[src/rtl/mem_port_arbiter_pkg.sv]
// Shared widths, requester ids and response tag for the memory port arbiter.
// Data/address widths can be overridden by defining ADDR_W/DATA_W first.
`ifndef ADDR_W
`define ADDR_W 32
`endif
`ifndef DATA_W
`define DATA_W 64
`endif

package mem_port_arbiter_pkg;

  localparam int ADDR_W = `ADDR_W;
  localparam int DATA_W = `DATA_W;
  localparam int BE_W   = DATA_W / 8;

  typedef enum logic {
    REQ_DATA  = 1'b0,
    REQ_FETCH = 1'b1
  } req_id_e;

  typedef struct packed {
    logic valid;
    logic is_fetch;
  } tag_t;

  function automatic tag_t kill_tag(tag_t t, logic kill);
    tag_t r;
    r = t;
    if (kill && t.is_fetch) r.valid = 1'b0;
    return r;
  endfunction

endpackage

[src/rtl/mem_port_arbiter_if.sv]
// Requester and memory bus bundle for the arbiter.
// slave = arbiter side, master = requesters plus memory.
interface mem_port_arbiter_if;
  import mem_port_arbiter_pkg::*;

  logic              if_req;
  logic [ADDR_W-1:0] if_addr;
  logic              if_kill;
  logic              if_gnt;
  logic              if_rvalid;
  logic [DATA_W-1:0] if_rdata;

  logic              dm_req;
  logic [ADDR_W-1:0] dm_addr;
  logic [BE_W-1:0]   dm_we;
  logic [DATA_W-1:0] dm_wdata;
  logic              dm_gnt;
  logic              dm_rvalid;
  logic [DATA_W-1:0] dm_rdata;

  logic [ADDR_W-1:0] mem_addr;
  logic [BE_W-1:0]   mem_we;
  logic [DATA_W-1:0] mem_wdata;
  logic [DATA_W-1:0] mem_rdata;

  modport slave (
    input  if_req, if_addr, if_kill,
    input  dm_req, dm_addr, dm_we, dm_wdata,
    input  mem_rdata,
    output if_gnt, if_rvalid, if_rdata,
    output dm_gnt, dm_rvalid, dm_rdata,
    output mem_addr, mem_we, mem_wdata
  );

  modport master (
    output if_req, if_addr, if_kill,
    output dm_req, dm_addr, dm_we, dm_wdata,
    output mem_rdata,
    input  if_gnt, if_rvalid, if_rdata,
    input  dm_gnt, dm_rvalid, dm_rdata,
    input  mem_addr, mem_we, mem_wdata
  );

endinterface

[src/rtl/mem_port_arbiter_resp_tag_pipe.sv]
// Tag shift register matching the memory read latency.
// A flush drops every in-flight fetch tag, including the one entering.
module resp_tag_pipe
  import mem_port_arbiter_pkg::*;
#(
  parameter int DEPTH = 1
) (
  input  logic clk,
  input  logic rstn,
  input  tag_t tag_i,
  input  logic kill_i,
  output tag_t tag_o
);

  tag_t [DEPTH-1:0] pipe_q, pipe_d;

  always_comb begin
    pipe_d[0] = kill_tag(tag_i, kill_i);
    for (int i = 1; i < DEPTH; i++) begin
      pipe_d[i] = kill_tag(pipe_q[i-1], kill_i);
    end
  end

  always_ff @(posedge clk or negedge rstn) begin
    if (!rstn) pipe_q <= '0;
    else       pipe_q <= pipe_d;
  end

  assign tag_o = pipe_q[DEPTH-1];

endmodule

[src/rtl/mem_port_arbiter.sv]
// Shares one fixed-latency memory port between fetch and load/store.
// Data wins collisions until its streak would starve a waiting fetch.
module mem_port_arbiter
  import mem_port_arbiter_pkg::*;
#(
  parameter int LOAD_LATENCY    = 1,
  parameter int MAX_DATA_STREAK = 4
) (
  input logic               clk,
  input logic               rstn,
  mem_port_arbiter_if.slave bus
);

  localparam int SW = $clog2(MAX_DATA_STREAK + 1);
  localparam logic [SW-1:0] STREAK_MAX = SW'(MAX_DATA_STREAK);

  logic [SW-1:0] streak_q, streak_d;
  logic          fetch_win;
  logic          if_gnt;
  logic          dm_gnt;
  req_id_e       gnt_id;
  tag_t          tag_in;
  tag_t          tag_out;

  always_comb begin
    fetch_win = bus.if_req &&
                (!bus.dm_req || streak_q == STREAK_MAX);
    if_gnt = rstn && fetch_win;
    dm_gnt = rstn && bus.dm_req && !fetch_win;
    gnt_id = if_gnt ? REQ_FETCH : REQ_DATA;
  end

  assign bus.if_gnt = if_gnt;
  assign bus.dm_gnt = dm_gnt;

  // Idle and fetch both present the fetch address as a read.
  always_comb begin
    bus.mem_addr  = bus.if_addr;
    bus.mem_we    = '0;
    bus.mem_wdata = '0;
    unique case (1'b1)
      !rstn: bus.mem_addr = '0;
      dm_gnt: begin
        bus.mem_addr  = bus.dm_addr;
        bus.mem_we    = bus.dm_we;
        bus.mem_wdata = bus.dm_wdata;
      end
      default: ;
    endcase
  end

  always_comb begin
    streak_d = streak_q;
    if (if_gnt || !bus.if_req) begin
      streak_d = '0;
    end else if (dm_gnt && streak_q != STREAK_MAX) begin
      streak_d = streak_q + 1'b1;
    end
  end

  always_ff @(posedge clk or negedge rstn) begin
    if (!rstn) streak_q <= '0;
    else       streak_q <= streak_d;
  end

  always_comb begin
    tag_in.valid    = if_gnt || (dm_gnt && bus.dm_we == '0);
    tag_in.is_fetch = (gnt_id == REQ_FETCH);
  end

  resp_tag_pipe #(
    .DEPTH (LOAD_LATENCY)
  ) u_tags (
    .clk    (clk),
    .rstn   (rstn),
    .tag_i  (tag_in),
    .kill_i (bus.if_kill),
    .tag_o  (tag_out)
  );

  always_comb begin
    bus.if_rvalid = tag_out.valid && tag_out.is_fetch;
    bus.dm_rvalid = tag_out.valid && !tag_out.is_fetch;
    bus.if_rdata  = bus.if_rvalid ? bus.mem_rdata : '0;
    bus.dm_rdata  = bus.dm_rvalid ? bus.mem_rdata : '0;
  end

endmodule

[src/flat_wrapper.sv]
// flat-port wrapper written by rule: the top's interface ports become plain ports
module mem_port_arbiter_flat import mem_port_arbiter_pkg::*;
#(
  parameter int LOAD_LATENCY    = 1,
  parameter int MAX_DATA_STREAK = 4
)
  (clk, rstn, bus_if_req, bus_if_addr, bus_if_kill, bus_dm_req, bus_dm_addr, bus_dm_we, bus_dm_wdata, bus_mem_rdata, bus_if_gnt, bus_if_rvalid, bus_if_rdata, bus_dm_gnt, bus_dm_rvalid, bus_dm_rdata, bus_mem_addr, bus_mem_we, bus_mem_wdata);
  mem_port_arbiter_if bus_i ();
  input logic clk;
  input logic rstn;
  input wire logic [$bits(bus_i.if_req)-1:0] bus_if_req;
  input wire logic [$bits(bus_i.if_addr)-1:0] bus_if_addr;
  input wire logic [$bits(bus_i.if_kill)-1:0] bus_if_kill;
  input wire logic [$bits(bus_i.dm_req)-1:0] bus_dm_req;
  input wire logic [$bits(bus_i.dm_addr)-1:0] bus_dm_addr;
  input wire logic [$bits(bus_i.dm_we)-1:0] bus_dm_we;
  input wire logic [$bits(bus_i.dm_wdata)-1:0] bus_dm_wdata;
  input wire logic [$bits(bus_i.mem_rdata)-1:0] bus_mem_rdata;
  output wire logic [$bits(bus_i.if_gnt)-1:0] bus_if_gnt;
  output wire logic [$bits(bus_i.if_rvalid)-1:0] bus_if_rvalid;
  output wire logic [$bits(bus_i.if_rdata)-1:0] bus_if_rdata;
  output wire logic [$bits(bus_i.dm_gnt)-1:0] bus_dm_gnt;
  output wire logic [$bits(bus_i.dm_rvalid)-1:0] bus_dm_rvalid;
  output wire logic [$bits(bus_i.dm_rdata)-1:0] bus_dm_rdata;
  output wire logic [$bits(bus_i.mem_addr)-1:0] bus_mem_addr;
  output wire logic [$bits(bus_i.mem_we)-1:0] bus_mem_we;
  output wire logic [$bits(bus_i.mem_wdata)-1:0] bus_mem_wdata;
  assign bus_i.if_req = bus_if_req;
  assign bus_i.if_addr = bus_if_addr;
  assign bus_i.if_kill = bus_if_kill;
  assign bus_i.dm_req = bus_dm_req;
  assign bus_i.dm_addr = bus_dm_addr;
  assign bus_i.dm_we = bus_dm_we;
  assign bus_i.dm_wdata = bus_dm_wdata;
  assign bus_i.mem_rdata = bus_mem_rdata;
  assign bus_if_gnt = bus_i.if_gnt;
  assign bus_if_rvalid = bus_i.if_rvalid;
  assign bus_if_rdata = bus_i.if_rdata;
  assign bus_dm_gnt = bus_i.dm_gnt;
  assign bus_dm_rvalid = bus_i.dm_rvalid;
  assign bus_dm_rdata = bus_i.dm_rdata;
  assign bus_mem_addr = bus_i.mem_addr;
  assign bus_mem_we = bus_i.mem_we;
  assign bus_mem_wdata = bus_i.mem_wdata;
  mem_port_arbiter #(.LOAD_LATENCY(LOAD_LATENCY), .MAX_DATA_STREAK(MAX_DATA_STREAK)) u_core (.clk(clk), .rstn(rstn), .bus(bus_i));
endmodule
[config.mk]
export PLATFORM = sky130hd
export DESIGN_NAME = mem_port_arbiter_flat
export DESIGN_NICKNAME = d
export VERILOG_FILES = /design/src/rtl/mem_port_arbiter_pkg.sv /design/src/rtl/mem_port_arbiter_if.sv /design/src/rtl/mem_port_arbiter_resp_tag_pipe.sv /design/src/rtl/mem_port_arbiter.sv /design/src/flat_wrapper.sv
export SDC_FILE = /design/constraint.sdc
export NUM_CORES = 1
export LEC_CHECK = 0
export ABC_AREA = 1
export CORE_AREA = 5 5 168 170
export CTS_CLUSTER_SIZE = 8
export DETAILED_ROUTE_END_ITERATION = 7
export DIE_AREA = 0 0 173 175
export GPL_TIMING_DRIVEN = 0
export SKIP_LAST_GASP = 1
export SYNTH_ARGS = -nofsm -noshare
export SYNTH_HDL_FRONTEND = slang
export SYNTH_SLANG_ARGS = --single-unit
[constraint.sdc]
create_clock -name clk -period 1.75 [get_ports clk]
set_input_delay 0.175 -clock clk [delete_from_list [all_inputs] [get_ports clk]]
set_output_delay 0.175 -clock clk [all_outputs]
set_load 0.03 [all_outputs]
==> qor_table.md <==
| Result | Value |
| --- | --- |
| Worst vdd rail ir drop | 203.4 uV |
| Endpoint class of the critical path | flop |
| Hold Vio Cnt, Final | 0 |
| Via count of the routed design | 4774 |
| Worst-skew pair later-pin latency | 0.23 ns |
| Leakage | 4.371 nW |
| Met2 global-route usage | 23.64% |
| Crit start category | flop |
| CTS root buffer | sky130_fd_sc_hd__clkbuf_16 |
| Maximum fanout count along the critical path | 2 |
| Data required, critical path | 1.90 ns |
| Mean post-synth cell area | 4.297 um^2 |
| Die Span Y | 175 um |
| Min setup slack post-route | -0.2087 ns |
| Most Frequent Cell on Critical Path | sky130_fd_sc_hd__buf_4 |
| Drt initial violations | 85 |
| CTS tree | done |
| Num CTS Buffers | 3 |
| Number of distinct library cell variants in the gate-level netlist after synthesis | 19 |
| Setup Viol. Count Final | 105 |
| Total DRC errors in the routed layout | 0 |
| Ys flop type | sky130_fd_sc_hd__dfrtp_1 |
| Antenna Nets Post-Route | 0 |
| Failing checks | setup timing |
| # clock sinks | 5 |
| Die footprint | 30280 um^2 |
| Reg2Reg Launch Point | u_core.streak_q[1] |
| Placement Rows | 60 |
| H-tree depth reported by CTS | 1 |
| Initial antenna violation count | 0 |
| Die span in x | 173 um |
| Placement-stage worst setup slack | -1.043 ns |
| RSZ-0062 raised after global routing | true |
| Worst Tran Pin Value | 0.4381 ns |
| Delay of the slowest critical-path stage | 0.35 ns |
| Placed cell area | 7012 um^2 |
| Power density relative to cell area | 288.3 nW/um^2 |
| Share of the cycle needed by the critical path after routing | 111.9% |
| Worst clock skew | 0.002503 ns |
| Number of top-level pins | 441 |
| Sequential fraction of the synthesis area | 5.744% |
| Achievable frequency | 0.5105 GHz |
| Number of flops mapped to enable cells by yosys | 0 |
| Total Nets Final | 1189 |
| Global-route wire length before repair | 28230 um |
| Critical setup path kind | flop to flop |
| FFs w/ async S/R, synth | 100.0% |
| Fraction of synthesized cell area taken by the top area cell type | 35.50% |
| Final period demand of the worst path | 1.959 ns |
| Register clock-pin slew on the reported worst setup and hold paths | 0.03 ns |
| Number of iterations in the first detailed-routing pass | 4 |
| Summed instance area of the synthesized netlist | 2178 um^2 |
| Combined flip-flop and latch cell area | 125.1 um^2 |
| Busiest layer in global routing | met2 |
| Worst min path class | input port to asynchronous set/reset pin |
| Most repeated cell in the gate-level netlist after synthesis | sky130_fd_sc_hd__nor2_1 |
| Area of combinational cells with multiple inputs | 1773 um^2 |
| Worst r2r dst | u_core.streak_q[1] |
| Core ar. | 26580 um^2 |
| Layout-stage area growth over the synthesis result | 246.0% |
| Pin count of the biggest net entering global routing | 11 |
| Dpl hpwl | 17050 um |
| GR Util All Layers | 11.80% |
| DRT Wirelength | 20080 um |
| Overflow left after global routing | 0 |
| Top cell type by total area after synthesis | sky130_fd_sc_hd__nor2_1 |
| Max-cap check violation count | 0 |
| Number of global-route vias before repair | 5036 |
| Register-to-Register Setup Slack | -0.21 ns |
| DR WL/cell | 15.19 um |
| Number of cells produced by synthesis | 507 |
| Number of filler cells placed in the layout | 2968 |
| Starting utilization of the core area | 8.197% |
| Fraction of met1 tracks used by global routing | 11.54% |
| Critical path's slowest cell | sky130_fd_sc_hd__dfrtp_1 |
| Overall power of the completed layout | 2.173 mW |
| WHS | 0.4935 ns |
| Global placer's final weighted congestion | 0.8199 |
| Count of warnings emitted by yosys | 0 |
| Result of the run | complete, but fails checks |
| Area of all placed cells without fillers | 7537 um^2 |
| Post-Syn Nets | 714 |
| Via-per-instance ratio | 3.611 |
| Count of final max-slew check failures | 0 |
| Worst relative slew slack | 70.70% |
| Arrival time worst endpoint | 2.11 ns |
| R2R depth | 13 |
| Number of register bits inferred by synthesis | 5 |
| IO buf count | 440 |
| Leading post-synthesis cells by instance count | 206 x sky130_fd_sc_hd__nor2_1, 144 x sky130_fd_sc_hd__inv_1, 73 x sky130_fd_sc_hd__nand2_1 |
| Leading post-synthesis cells by cell area | sky130_fd_sc_hd__nor2_1 35%, sky130_fd_sc_hd__inv_1 25%, sky130_fd_sc_hd__nand2_1 13% |
| Maximum clock insertion buffer count | 2 |
| Diodes inserted | 0 |
| Critical-path cell list | inv_2 -> buf_6 -> buf_4 -> buf_4 -> buf_4 -> buf_4 -> buf_4 -> buf_4 -> buf_4 -> buf_4 -> buf_4 -> buf_4 -> o22ai_2 |
| Share of post-route cells with drive strength above 1 | 38.53% |
| GRT met3 Usage | 3.483% |
repair_timing:
item	in CTS	in global routing
setup endpoints to repair	236	237
hold buffers	1	0
pin swaps	18	19
setup buffers	18	6
hold endpoints to repair	5	0
cloned	5	3
resized for setup	892	399
metal layers:
metal,vias up,wire (um)
met4,0,571
met3,26,1595
met2,282,10620
li1,2343,-
met1,2123,7294
met5,-,0
flip-flops by register name (all words and copies together) (netlist names):
signal               cells
u_core.streak_q          3
u_core.u_tags.tag_o      2
cells in the final DEF (no fill, tap or decap), types with 4 or more instances in the layout:
master / n
sky130_fd_sc_hd__buf_8: 7
sky130_fd_sc_hd__nand2_2: 22
sky130_fd_sc_hd__buf_4: 71
sky130_fd_sc_hd__nor2_2: 27
sky130_fd_sc_hd__clkbuf_4: 7
sky130_fd_sc_hd__nor2_1: 164
sky130_fd_sc_hd__buf_2: 18
sky130_fd_sc_hd__clkdlybuf4s50_1: 204
sky130_fd_sc_hd__dlymetal6s2s_1: 16
sky130_fd_sc_hd__clkbuf_16: 5
sky130_fd_sc_hd__nand3_4: 4
sky130_fd_sc_hd__buf_12: 9
sky130_fd_sc_hd__buf_6: 56
sky130_fd_sc_hd__nor2_4: 15
sky130_fd_sc_hd__inv_1: 142
sky130_fd_sc_hd__nand3_1: 15
sky130_fd_sc_hd__inv_2: 4
sky130_fd_sc_hd__nand2_1: 47
sky130_fd_sc_hd__nand3_2: 16
sky130_fd_sc_hd__dfrtp_1: 5
sky130_fd_sc_hd__clkdlybuf4s15_2: 10
sky130_fd_sc_hd__clkbuf_2: 92
sky130_fd_sc_hd__nand2_4: 6
through the flow:
step / instances / util (%) / TNS (ns)
CTS: 1316 / 28.18 / -36.21
finish: 1322 / 28.36 / -14.51
global placement: 1288 / 26.38 / -121.84
floorplan: 507 / - / 0
global route: 1322 / 28.36 / -24.02
detailed placement: 1288 / 26.38 / -124.36
power by group:
part | switching (mW) | internal, mW
logic | 0.819 | 0.851
registers | 0.00295 | 0.120
clock network | 0.0783 | 0.302
how the worst max path moves through the flow:
stage | startpoint | to | slack (ns)
floorplan | u_core.streak_q[0] | bus_mem_wdata[10] | 0.03
global placement | rstn | bus_mem_addr[31] | -1.04
detailed placement | rstn | bus_mem_addr[31] | -1.04
CTS | u_core.u_tags.tag_o[0] | bus_dm_rdata[3] | -0.22
global route | u_core.streak_q[1] | bus_mem_wdata[56] | -0.27
finish | u_core.streak_q[1] | u_core.streak_q[1] | -0.21
final cells by class:
type	count	share of cell area (%)
inverter	146	7.271
sequential	5	1.660
tap	341	5.661
timing repair buffer	471	56.74
buffer	29	4.100
multi-input combinational	326	23.52
clock buffer	4	1.046
critical path: cells and delay by family, from the launching register on:
| kind | cells | cell delay [ns] |
|---|---|---|
| buf+inv | 12 | 1.38 |
| compound gates | 1 | 0.13 |
| flops | 1 | 0.35 |
logic make-up (layout without fill, tap and decap cells):
family,count (synthesis),count (layout),synth area share (%)
AOI/OAI and AO/OA,5,5,1.838
xor gates and xnor gates,1,1,0.4021
adders and majority gates,2,2,1.149
buffers and inverters,177,650,33.89
DFF,5,5,5.744
and+or+nand+nor,317,318,56.98
Power figures use the tool's default switching activity.
